$ cat config.mk
export PLATFORM = sky130hd
export DESIGN_NAME = sr_pulse_gen
export DESIGN_NICKNAME = d
export VERILOG_FILES = /design/src/rtl/sr_pulse_pkg.sv /design/src/rtl/sr_debounce.sv /design/src/rtl/sr_pulse_gen.sv
export SDC_FILE = /design/constraint.sdc
export NUM_CORES = 1
export LEC_CHECK = 0
export ABC_AREA = 1
export BUFFER_PORTS_ARGS = -buffer_cell sky130_fd_sc_hd__buf_2
export CAP_MARGIN = 40
export CORE_MARGIN = 2
export CORE_UTILIZATION = 55
export CTS_BUF_LIST = sky130_fd_sc_hd__clkbuf_4 sky130_fd_sc_hd__clkbuf_8
export DETAILED_ROUTE_END_ITERATION = 10
export GPL_TIMING_DRIVEN = 0
export PLACE_DENSITY = 0.81
export SYNTH_ARGS = -nofsm -noshare
export SYNTH_HDL_FRONTEND = slang
export SYNTH_SLANG_ARGS = --single-unit
export TNS_END_PERCENT = 20
$ cat constraint.sdc
create_clock -name clk -period 2.65 [get_ports clk]
set_input_delay 0.265 -clock clk [delete_from_list [all_inputs] [get_ports clk]]
set_output_delay 0.265 -clock clk [all_outputs]
set_load 0.03 [all_outputs]
$ cat src/rtl/sr_pulse_pkg.sv
// Shared types and helpers for the SR pulse generator and its debouncers.
// Optional lockout is enabled by defining SRPG_LOCKOUT_EN.
package sr_pulse_pkg;

  typedef enum logic [1:0] {
    S_LOW  = 2'b00,
    S_RISE = 2'b01,
    S_HIGH = 2'b10,
    S_FALL = 2'b11
  } db_state_t;

  // Bits needed to hold a count of 0..cycles inclusive.
  function automatic int cnt_width(input int cycles);
    return (cycles < 1) ? 1 : $clog2(cycles + 1);
  endfunction

endpackage

$ cat src/rtl/sr_debounce.sv
// One button channel: 2-flop synchroniser, debounce FSM with saturating
// counter, and a registered one-cycle pulse on each accepted press.
module sr_debounce
  import sr_pulse_pkg::*;
#(
  parameter int DEBOUNCE_CYCLES = 4
) (
  input  logic clk,
  input  logic rst_n,
  input  logic raw,
  output logic stable,
  output logic rise
);

  localparam int CW = cnt_width(DEBOUNCE_CYCLES);
  localparam logic [CW-1:0] CNT_LAST = CW'(DEBOUNCE_CYCLES - 1);

  logic          sync1;
  logic          sync2;
  db_state_t     state;
  logic [CW-1:0] cnt;

  // A change is accepted once sync2 has held the new level for
  // DEBOUNCE_CYCLES consecutive samples; any bounce restarts the count.
  always_ff @(posedge clk or negedge rst_n) begin
    if (!rst_n) begin
      sync1  <= 1'b0;
      sync2  <= 1'b0;
      state  <= S_LOW;
      cnt    <= '0;
      stable <= 1'b0;
      rise   <= 1'b0;
    end else begin
      sync1 <= raw;
      sync2 <= sync1;
      rise  <= 1'b0;
      case (state)
        S_LOW: begin
          if (sync2) begin
            if (CNT_LAST == '0) begin
              state  <= S_HIGH;
              stable <= 1'b1;
              rise   <= 1'b1;
              cnt    <= '0;
            end else begin
              state <= S_RISE;
              cnt   <= CW'(1);
            end
          end
        end
        S_RISE: begin
          if (!sync2) begin
            state <= S_LOW;
            cnt   <= '0;
          end else if (cnt >= CNT_LAST) begin
            state  <= S_HIGH;
            stable <= 1'b1;
            rise   <= 1'b1;
            cnt    <= '0;
          end else begin
            cnt <= cnt + 1'b1;
          end
        end
        S_HIGH: begin
          if (!sync2) begin
            if (CNT_LAST == '0) begin
              state  <= S_LOW;
              stable <= 1'b0;
              cnt    <= '0;
            end else begin
              state <= S_FALL;
              cnt   <= CW'(1);
            end
          end
        end
        S_FALL: begin
          if (sync2) begin
            state <= S_HIGH;
            cnt   <= '0;
          end else if (cnt >= CNT_LAST) begin
            state  <= S_LOW;
            stable <= 1'b0;
            cnt    <= '0;
          end else begin
            cnt <= cnt + 1'b1;
          end
        end
        default: begin
          state <= S_LOW;
          cnt   <= '0;
        end
      endcase
    end
  end

endmodule

$ cat src/rtl/sr_pulse_gen.sv
// Debounced set/reset pulse driver for a downstream SR flop; s and r are
// mutually exclusive. Define SRPG_LOCKOUT_EN to add a post-pulse lockout.
module sr_pulse_gen
  import sr_pulse_pkg::*;
#(
  parameter int DEBOUNCE_CYCLES = 4,
  parameter int LOCKOUT_CYCLES  = 8
) (
  input  logic clk,
  input  logic rst_n,
  input  logic set_btn,
  input  logic rst_btn,
  output logic s,
  output logic r,
  output logic conflict,
  output logic busy
);

  logic set_stable, set_rise;
  logic rst_stable, rst_rise;
  logic fire_s, fire_r;
  logic locked;
  logic accept_s, accept_r;

  sr_debounce #(.DEBOUNCE_CYCLES(DEBOUNCE_CYCLES)) u_set_db (
    .clk    (clk),
    .rst_n  (rst_n),
    .raw    (set_btn),
    .stable (set_stable),
    .rise   (set_rise)
  );

  sr_debounce #(.DEBOUNCE_CYCLES(DEBOUNCE_CYCLES)) u_rst_db (
    .clk    (clk),
    .rst_n  (rst_n),
    .raw    (rst_btn),
    .stable (rst_stable),
    .rise   (rst_rise)
  );

  assign fire_s   = set_rise & set_stable;
  assign fire_r   = rst_rise & rst_stable;
  assign accept_s = fire_s & ~fire_r & ~locked;
  assign accept_r = fire_r & ~fire_s & ~locked;

`ifdef SRPG_LOCKOUT_EN
  localparam int LW = cnt_width(LOCKOUT_CYCLES);
  localparam logic [LW-1:0] LOCK_LOAD = LW'(LOCKOUT_CYCLES);

  logic [LW-1:0] lock_cnt;

  // Reloaded by every issued pulse; rises arriving while nonzero are dropped.
  always_ff @(posedge clk or negedge rst_n) begin
    if (!rst_n) begin
      lock_cnt <= '0;
    end else if (accept_s || accept_r) begin
      lock_cnt <= LOCK_LOAD;
    end else if (lock_cnt != '0) begin
      lock_cnt <= lock_cnt - 1'b1;
    end
  end

  assign locked = (lock_cnt != '0);
`else
  assign locked = 1'b0;
`endif

  assign busy = locked;

  // Simultaneous accepted presses cancel each other and only flag conflict.
  always_ff @(posedge clk or negedge rst_n) begin
    if (!rst_n) begin
      s        <= 1'b0;
      r        <= 1'b0;
      conflict <= 1'b0;
    end else begin
      s        <= accept_s;
      r        <= accept_r;
      conflict <= fire_s & fire_r & ~locked;
    end
  end

endmodule

==> flow_metrics.tcl, run 1 <==
set metrics [dict create \
    clockBufferDepth 2 \
    hpwlAfterDp_um 872 \
    period_share_pct 52.9 \
    die_w_um 44.6 \
    max_freq_ghz 0.713 \
    syn_area_um2 906 \
    grt_use_total_pct 15.2 \
    final_max_slew_viol_count 0 \
    ant_nets 0 \
    yosysMostFrequentCell "nand2_1" \
    worstSkewPairLatency_ns 0.28 \
    reg_top3 "u_rst_db.cnt (3), u_set_db.cnt (3)" \
    fillCellCount 120 \
    rsz0062_at_grt "false" \
    p_leak_nw 0.551 \
    holdWs_ns 0.0762 \
    async_flop_share_pct 100 \
    cts_tree "done" \
    postRouteWirelength_mm 1.14 \
    critPathLaunchType "flip-flop" \
    cap_violations 0 \
    syn_area_per_cell_um2 9.15 \
    tns_ns 0 \
    wl_per_cell_um 9.08 \
    areaGrowthSynthToFinish_pct 9.94 \
    p_per_area_mw_per_mm2 977 \
    synth_top_cell_by_area "dfrtp_1" \
    critical_path.max_fanout 5 \
    cp-end-kind "flip-flop" \
    synth_cell_types 16 \
    grt_max_degree 22 \
    ys_top_cells_by_area "dfrtp_1 (58%), nand2_1 (12%), ha_1 (5.5%)" \
    worstPathRequired_ns 2.87 \
    setup_viol_count_final 0 \
    synth_commonest_cells "nand2_1 (29), dfrtp_1 (21), inv_1 (12)" \
    ios 8 \
    clk_pin_slew_worst_paths_ns 0.10 \
    num_rows 14 \
    die_area_mm2 0.00199 \
    synth_top_area_share_pct 58.0 \
    status "completed" \
    place_congestion 0.788 \
    hold_violations 0 \
    synth_edf_count 0 \
    yosysWarnings 0 \
    hold_path_class "in -> reg" \
    h-tree-depth 1 \
    core_area_mm2 0.00152 \
    clock-root-buffer "clkbuf_4" \
    antenna_found_initial 0 \
    synth-main-ff-cell "dfrtp_1" \
    seq_area_um2 526 \
    die_y_um 44.6 \
    port_buffers 6 \
    synth_nets 107 \
    fin_skew_ns 0.000908 \
    gr-total-overflow 0 \
    final_util_pct 65.4 \
    start_util_pct 59.4 \
    diodes 0 \
    nets 119 \
    layout-drive-gt1-share_pct 20.0 \
    grt_pass1_wl_mm 2.12 \
    arrival_ns 1.62 \
    multi_input_area_um2 320 \
    min_period_ns 1.40 \
    clock-sinks 21 \
    vias_per_cell 4.84 \
    critPathKind "reg -> reg" \
    cts_made_buffers 3 \
    drc_errors 0 \
    vias 610 \
    ys_ff_latch 21 \
    first_global_vias 554 \
    yosysSeqAreaShare_pct 58.0 \
    vdd_drop_max_mv 0.525 \
    first_iter_violations 20 \
    first_pass_iters 4 \
    synthCells 99 \
]
==> placed cells by master, fill, tap and decap left out <==
master	n
o21ai_0	1
buf_2	6
nand3_1	4
nor2_1	6
nor2_2	2
nand2_2	4
buf_4	1
o21ai_1	6
ha_1	4
o21ai_2	2
nand3_2	1
dfrtp_1	21
dlygate4sd3_1	1
nand2_1	29
inv_2	2
conb_1	1
clkbuf_4	4
a21oi_1	3
inv_1	12
==> power breakdown <==
group	switching [mW]	internal [mW]
Combinational	0.202	0.124
Clock	0.0828	0.0686
Sequential	0.0880	0.408
==> metrics by stage <==
stage / power (mW) / cell area [um2] / std cells / worst slack (ns)
floorplan: 0.756 / 906 / 99 / 1.38
global placement: 0.811 / 956 / 121 / 1.30
detailed placement: 0.830 / 956 / 121 / 1.28
CTS: 0.985 / 996 / 126 / 1.26
global route: 1.07 / 996 / 126 / 1.13
finish: 0.973 / 996 / 126 / 1.25
==> metal layers <==
layer / vias to the layer above / track usage, % / share of wire, %
li1: 325 / - / -
met1: 277 / 18.2 / 50
met2: 6 / 24.6 / 46
met3: 2 / 2.45 / 2.6
met4: 0 / 10.9 / 1.3
met5: - / 0 / 0
==> area by class of cell <==
type	instances	share of cell area, %
Timing Repair Buffer	7	4.02
Sequential cell	21	52.8
Buffer	1	0.754
Clock buffer	4	3.02
Multi-Input combinational cell	63	32.2
Inverter	14	5.28
Tap cell	16	2.01
==> final timing paths <==
kind                                 startpoint              to  slack [ns]  depth (start not counted)
max in group asynchronous                 rst_n       async pin        1.91                          2
min in group asynchronous                 rst_n       async pin        0.44                          2
worst min-delay path                    rst_btn  u_rst_db.sync1        0.08                          1
worst max register to register  u_set_db.cnt[0]       flip-flop        1.25                          7
worst min register to register   u_rst_db.sync1  u_rst_db.sync2        0.36                          0
worst max-delay path            u_set_db.cnt[0]       flip-flop        1.25                          7
==> critical path, cell delays in order, from the launching register on <==
cell	delay, ns
dfrtp_1	0.43
ha_1	0.21
ha_1	0.19
nor2_1	0.09
nand2_1	0.11
nand2_1	0.17
nand2_1	0.07
o21ai_1	0.07
==> what timing repair did <==
item | in CTS | in global routing
endpoints found under the hold margin | 21 | 0
hold buffers | 1 | 0
resized for setup | 0 | 0
buffers inserted | 0 | 0
==> kinds of logic after synthesis <==
logic type                 count (synthesis)  synth area share [%]
other                                      1                 0.414
buffers and inverters                     15                  6.63
DFF                                       21                  58.0
and+or+nand+nor                           46                  22.0
AOI/OAI and AO/OA                         12                  7.46
adders and majority gates                  4                  5.53
Note: power is estimated with default switching activity, not from simulation.
==> run 2: changes to the inputs <==
Settings changed: ABC_AREA 1 to 0.
Clock period 2.65 ns to 1.4 ns, I/O delays scaled along.
==> run 2 against run 1 <==
Net effect:
- the run now ends with setup timing left
- register-to-register slack worse by 1.4 ns
- worst hold slack better by 0.23 ns
- worst setup slack worse by 1.4 ns
- clock skew is 0.0010 ns higher
- die area down 2.3%
- clock power up 95%
- combinational power up 140%
- sequential cell count unchanged
- cell count down 15%
- clock-buffer cell count did not move
- first-iteration DRC count fell by 30%
- critical path type unchanged
- largest power group unchanged
==> flow_metrics.tcl, run 2 <==
set metrics [dict create \
    status "finished, violations left" \
    drc_errors 0 \
    yosysSeqAreaShare_pct 59.5 \
    setup_viol_count_final 6 \
    vdd_drop_max_mv 0.921 \
    vias_per_cell 5.46 \
    setup_ws_ns -0.113 \
    port_buffers 6 \
    fin_skew_ns 0.00192 \
    cap_violations 0 \
    clock-sinks 21 \
    first_global_vias 607 \
    rr_startpoint "u_set_db.cnt[1]" \
    cp-end-kind "flip-flop" \
    synth_edf_count 0 \
    hpwlAfterDp_um 985 \
    dpl_cell_area_um2 950 \
    ys_ff_latch 21 \
    grt_pass1_wl_mm 2.45 \
    postRouteWirelength_mm 1.40 \
    start_util_pct 58.6 \
    critPathLaunchType "flip-flop" \
    place_congestion 0.772 \
    final_common_cell "dfrtp_1" \
    synth_top_cell_by_area "dfrtp_1" \
    grt_use_total_pct 18.1 \
    syn_area_per_cell_um2 12.1 \
    h-tree-depth 1 \
    antenna_found_initial 0 \
    synth_commonest_cells "dfrtp_1 (21), a21oi_1 (7), inv_1 (6), nand2_1 (6)" \
    hold_violations 0 \
    ios 8 \
    postLayoutCellArea_mm2 0.00108 \
    yosysMostFrequentCell "dfrtp_1" \
    muxShareOfSynthArea_pct 1.27 \
    synth-simple-area-share_pct 10.2 \
    die_y_um 44.1 \
    layout_common_cells "dfrtp_1 (20), a21oi_1 (7)" \
    wl_per_cell_um 13.0 \
    synth_compound_area_share_pct 16.7 \
    worstPathRequired_ns 1.59 \
    areaGrowthSynthToFinish_pct 22.8 \
    synth-main-ff-cell "dfrtp_1" \
    violations "setup timing" \
    p_leak_nw 0.520 \
    multi_input_area_um2 380 \
    grt_max_degree 22 \
    first_pass_iters 5 \
    ys_top_cells_by_area "dfrtp_1 (59%), ha_1 (5.7%), a21oi_1 (4.0%)" \
    clockBufferDepth 2 \
    synth_cell_types 27 \
    synth_top_family_by_area "compound AO/OA/AOI/OAI gates" \
    power_mw 1.99 \
    yosysWarnings 0 \
    p_per_area_mw_per_mm2 1840 \
    fillCellCount 106 \
    worstSkewPairLatency_ns 0.29 \
    arrival_ns 1.70 \
    period_share_pct 108 \
    gr-total-overflow 0 \
    min_period_ns 1.51 \
    final_max_slew_viol_count 0 \
    core_area_mm2 0.00151 \
    synthCells 73 \
    die_w_um 44.1 \
    critical_path.max_fanout 2 \
    diodes 0 \
    syn_area_um2 883 \
    layout-drive-gt1-share_pct 33.0 \
    synth_nets 81 \
    reg_top3 "u_rst_db.cnt (3), u_set_db.cnt (3)" \
    synth-adder-area-share_pct 5.67 \
    first_iter_violations 14 \
    num_rows 14 \
    rrSetupSlack_ns -0.11 \
    synth_top_area_share_pct 59.5 \
    critPathLaunch "u_set_db.cnt[1]" \
    cts_tree "done" \
    holdWs_ns 0.309 \
    rr_worst_depth 5 \
    seq_area_um2 527 \
    critPathKind "reg -> reg" \
    ant_nets 0 \
    clk_pin_slew_worst_paths_ns 0.11 \
    vias 584 \
    hold_path_class "in -> async" \
    synthXorXnorAreaFrac_pct 2.83 \
    rsz0062_at_grt "true" \
    cts_made_buffers 3 \
    async_flop_share_pct 100 \
    die_area_mm2 0.00194 \
    max_freq_ghz 0.661 \
    nets 100 \
    clock-root-buffer "clkbuf_4" \
]
==> run 2: through the flow <==
step	utilization (%)	TNS [ns]	worst slack, ns	instances
final	72.0	-0.220	-0.113	107
after global routing	72.0	-0.684	-0.164	107
after CTS	71.2	-0.362	-0.151	107
after detailed placement	63.0	-0.878	-0.180	95
after global placement	63.0	-0.583	-0.150	95
after floorplan	-	-0.251	-0.100	73
==> run 2: cell families after synthesis <==
group,count (synthesis)
buffers and inverters,7
xor gates and xnor gates,2
DFF,21
AOI/OAI and AO/OA,19
and+or+nand+nor,18
muxes,1
adders and majority gates,4
other,1
==> run 2: area by class of cell <==
class                           instances  area share (%)
Clock buffer                            4            2.77
Inverter                                6            2.08
Multi-Input combinational cell         45            35.1
Tap cell                               16            1.85
Sequential cell                        21            48.6
Buffer                                  1           0.692
Timing Repair Buffer                   14            9.00
==> run 2: repair_timing <==
| action | in CTS | in global routing |
|---|---|---|
| pin swaps | 8 | 1 |
| gates cloned | 0 | 0 |
| hold buffers | 3 | 0 |
| resized for setup | 4 | 3 |
| endpoints found under the setup margin | 8 | 10 |
| setup buffers | 5 | 0 |
| endpoints found under the hold margin | 23 | 0 |
==> run 2: critical path, cell delays in order (launching register included) <==
cell and delay (ns):
dfrtp_1 0.40, ha_2 0.20, ha_4 0.15, a211oi_2 0.18, nand2b_4 0.18, mux2_4 0.30
==> run 2: power by group <==
group	total (mW)	switching (mW)	internal (mW)
Clock	0.295	0.165	0.130
Sequential	0.917	0.164	0.753
Combinational	0.782	0.380	0.402
Total	1.99	0.709	1.29
==> run 2: worst max-delay path by stage <==
stage           endpoint  slack (ns)  depth (start not counted)
2_1_floorplan  flip-flop       -0.10                          5
3_3_place_gp   flip-flop       -0.15                          5
3_5_place_dp   flip-flop       -0.18                          5
4_1_cts        flip-flop       -0.15                          5
5_1_grt        flip-flop       -0.16                          5
6_report       flip-flop       -0.11                          5
==> run 2: layer usage <==
metal  GRT usage, %  wire length, um  vias up
met3           5.71               49        4
met5              0                0        -
met2           26.8              667       10
li1               -                -      290
met4           11.5               28        0
met1           23.0              649      280
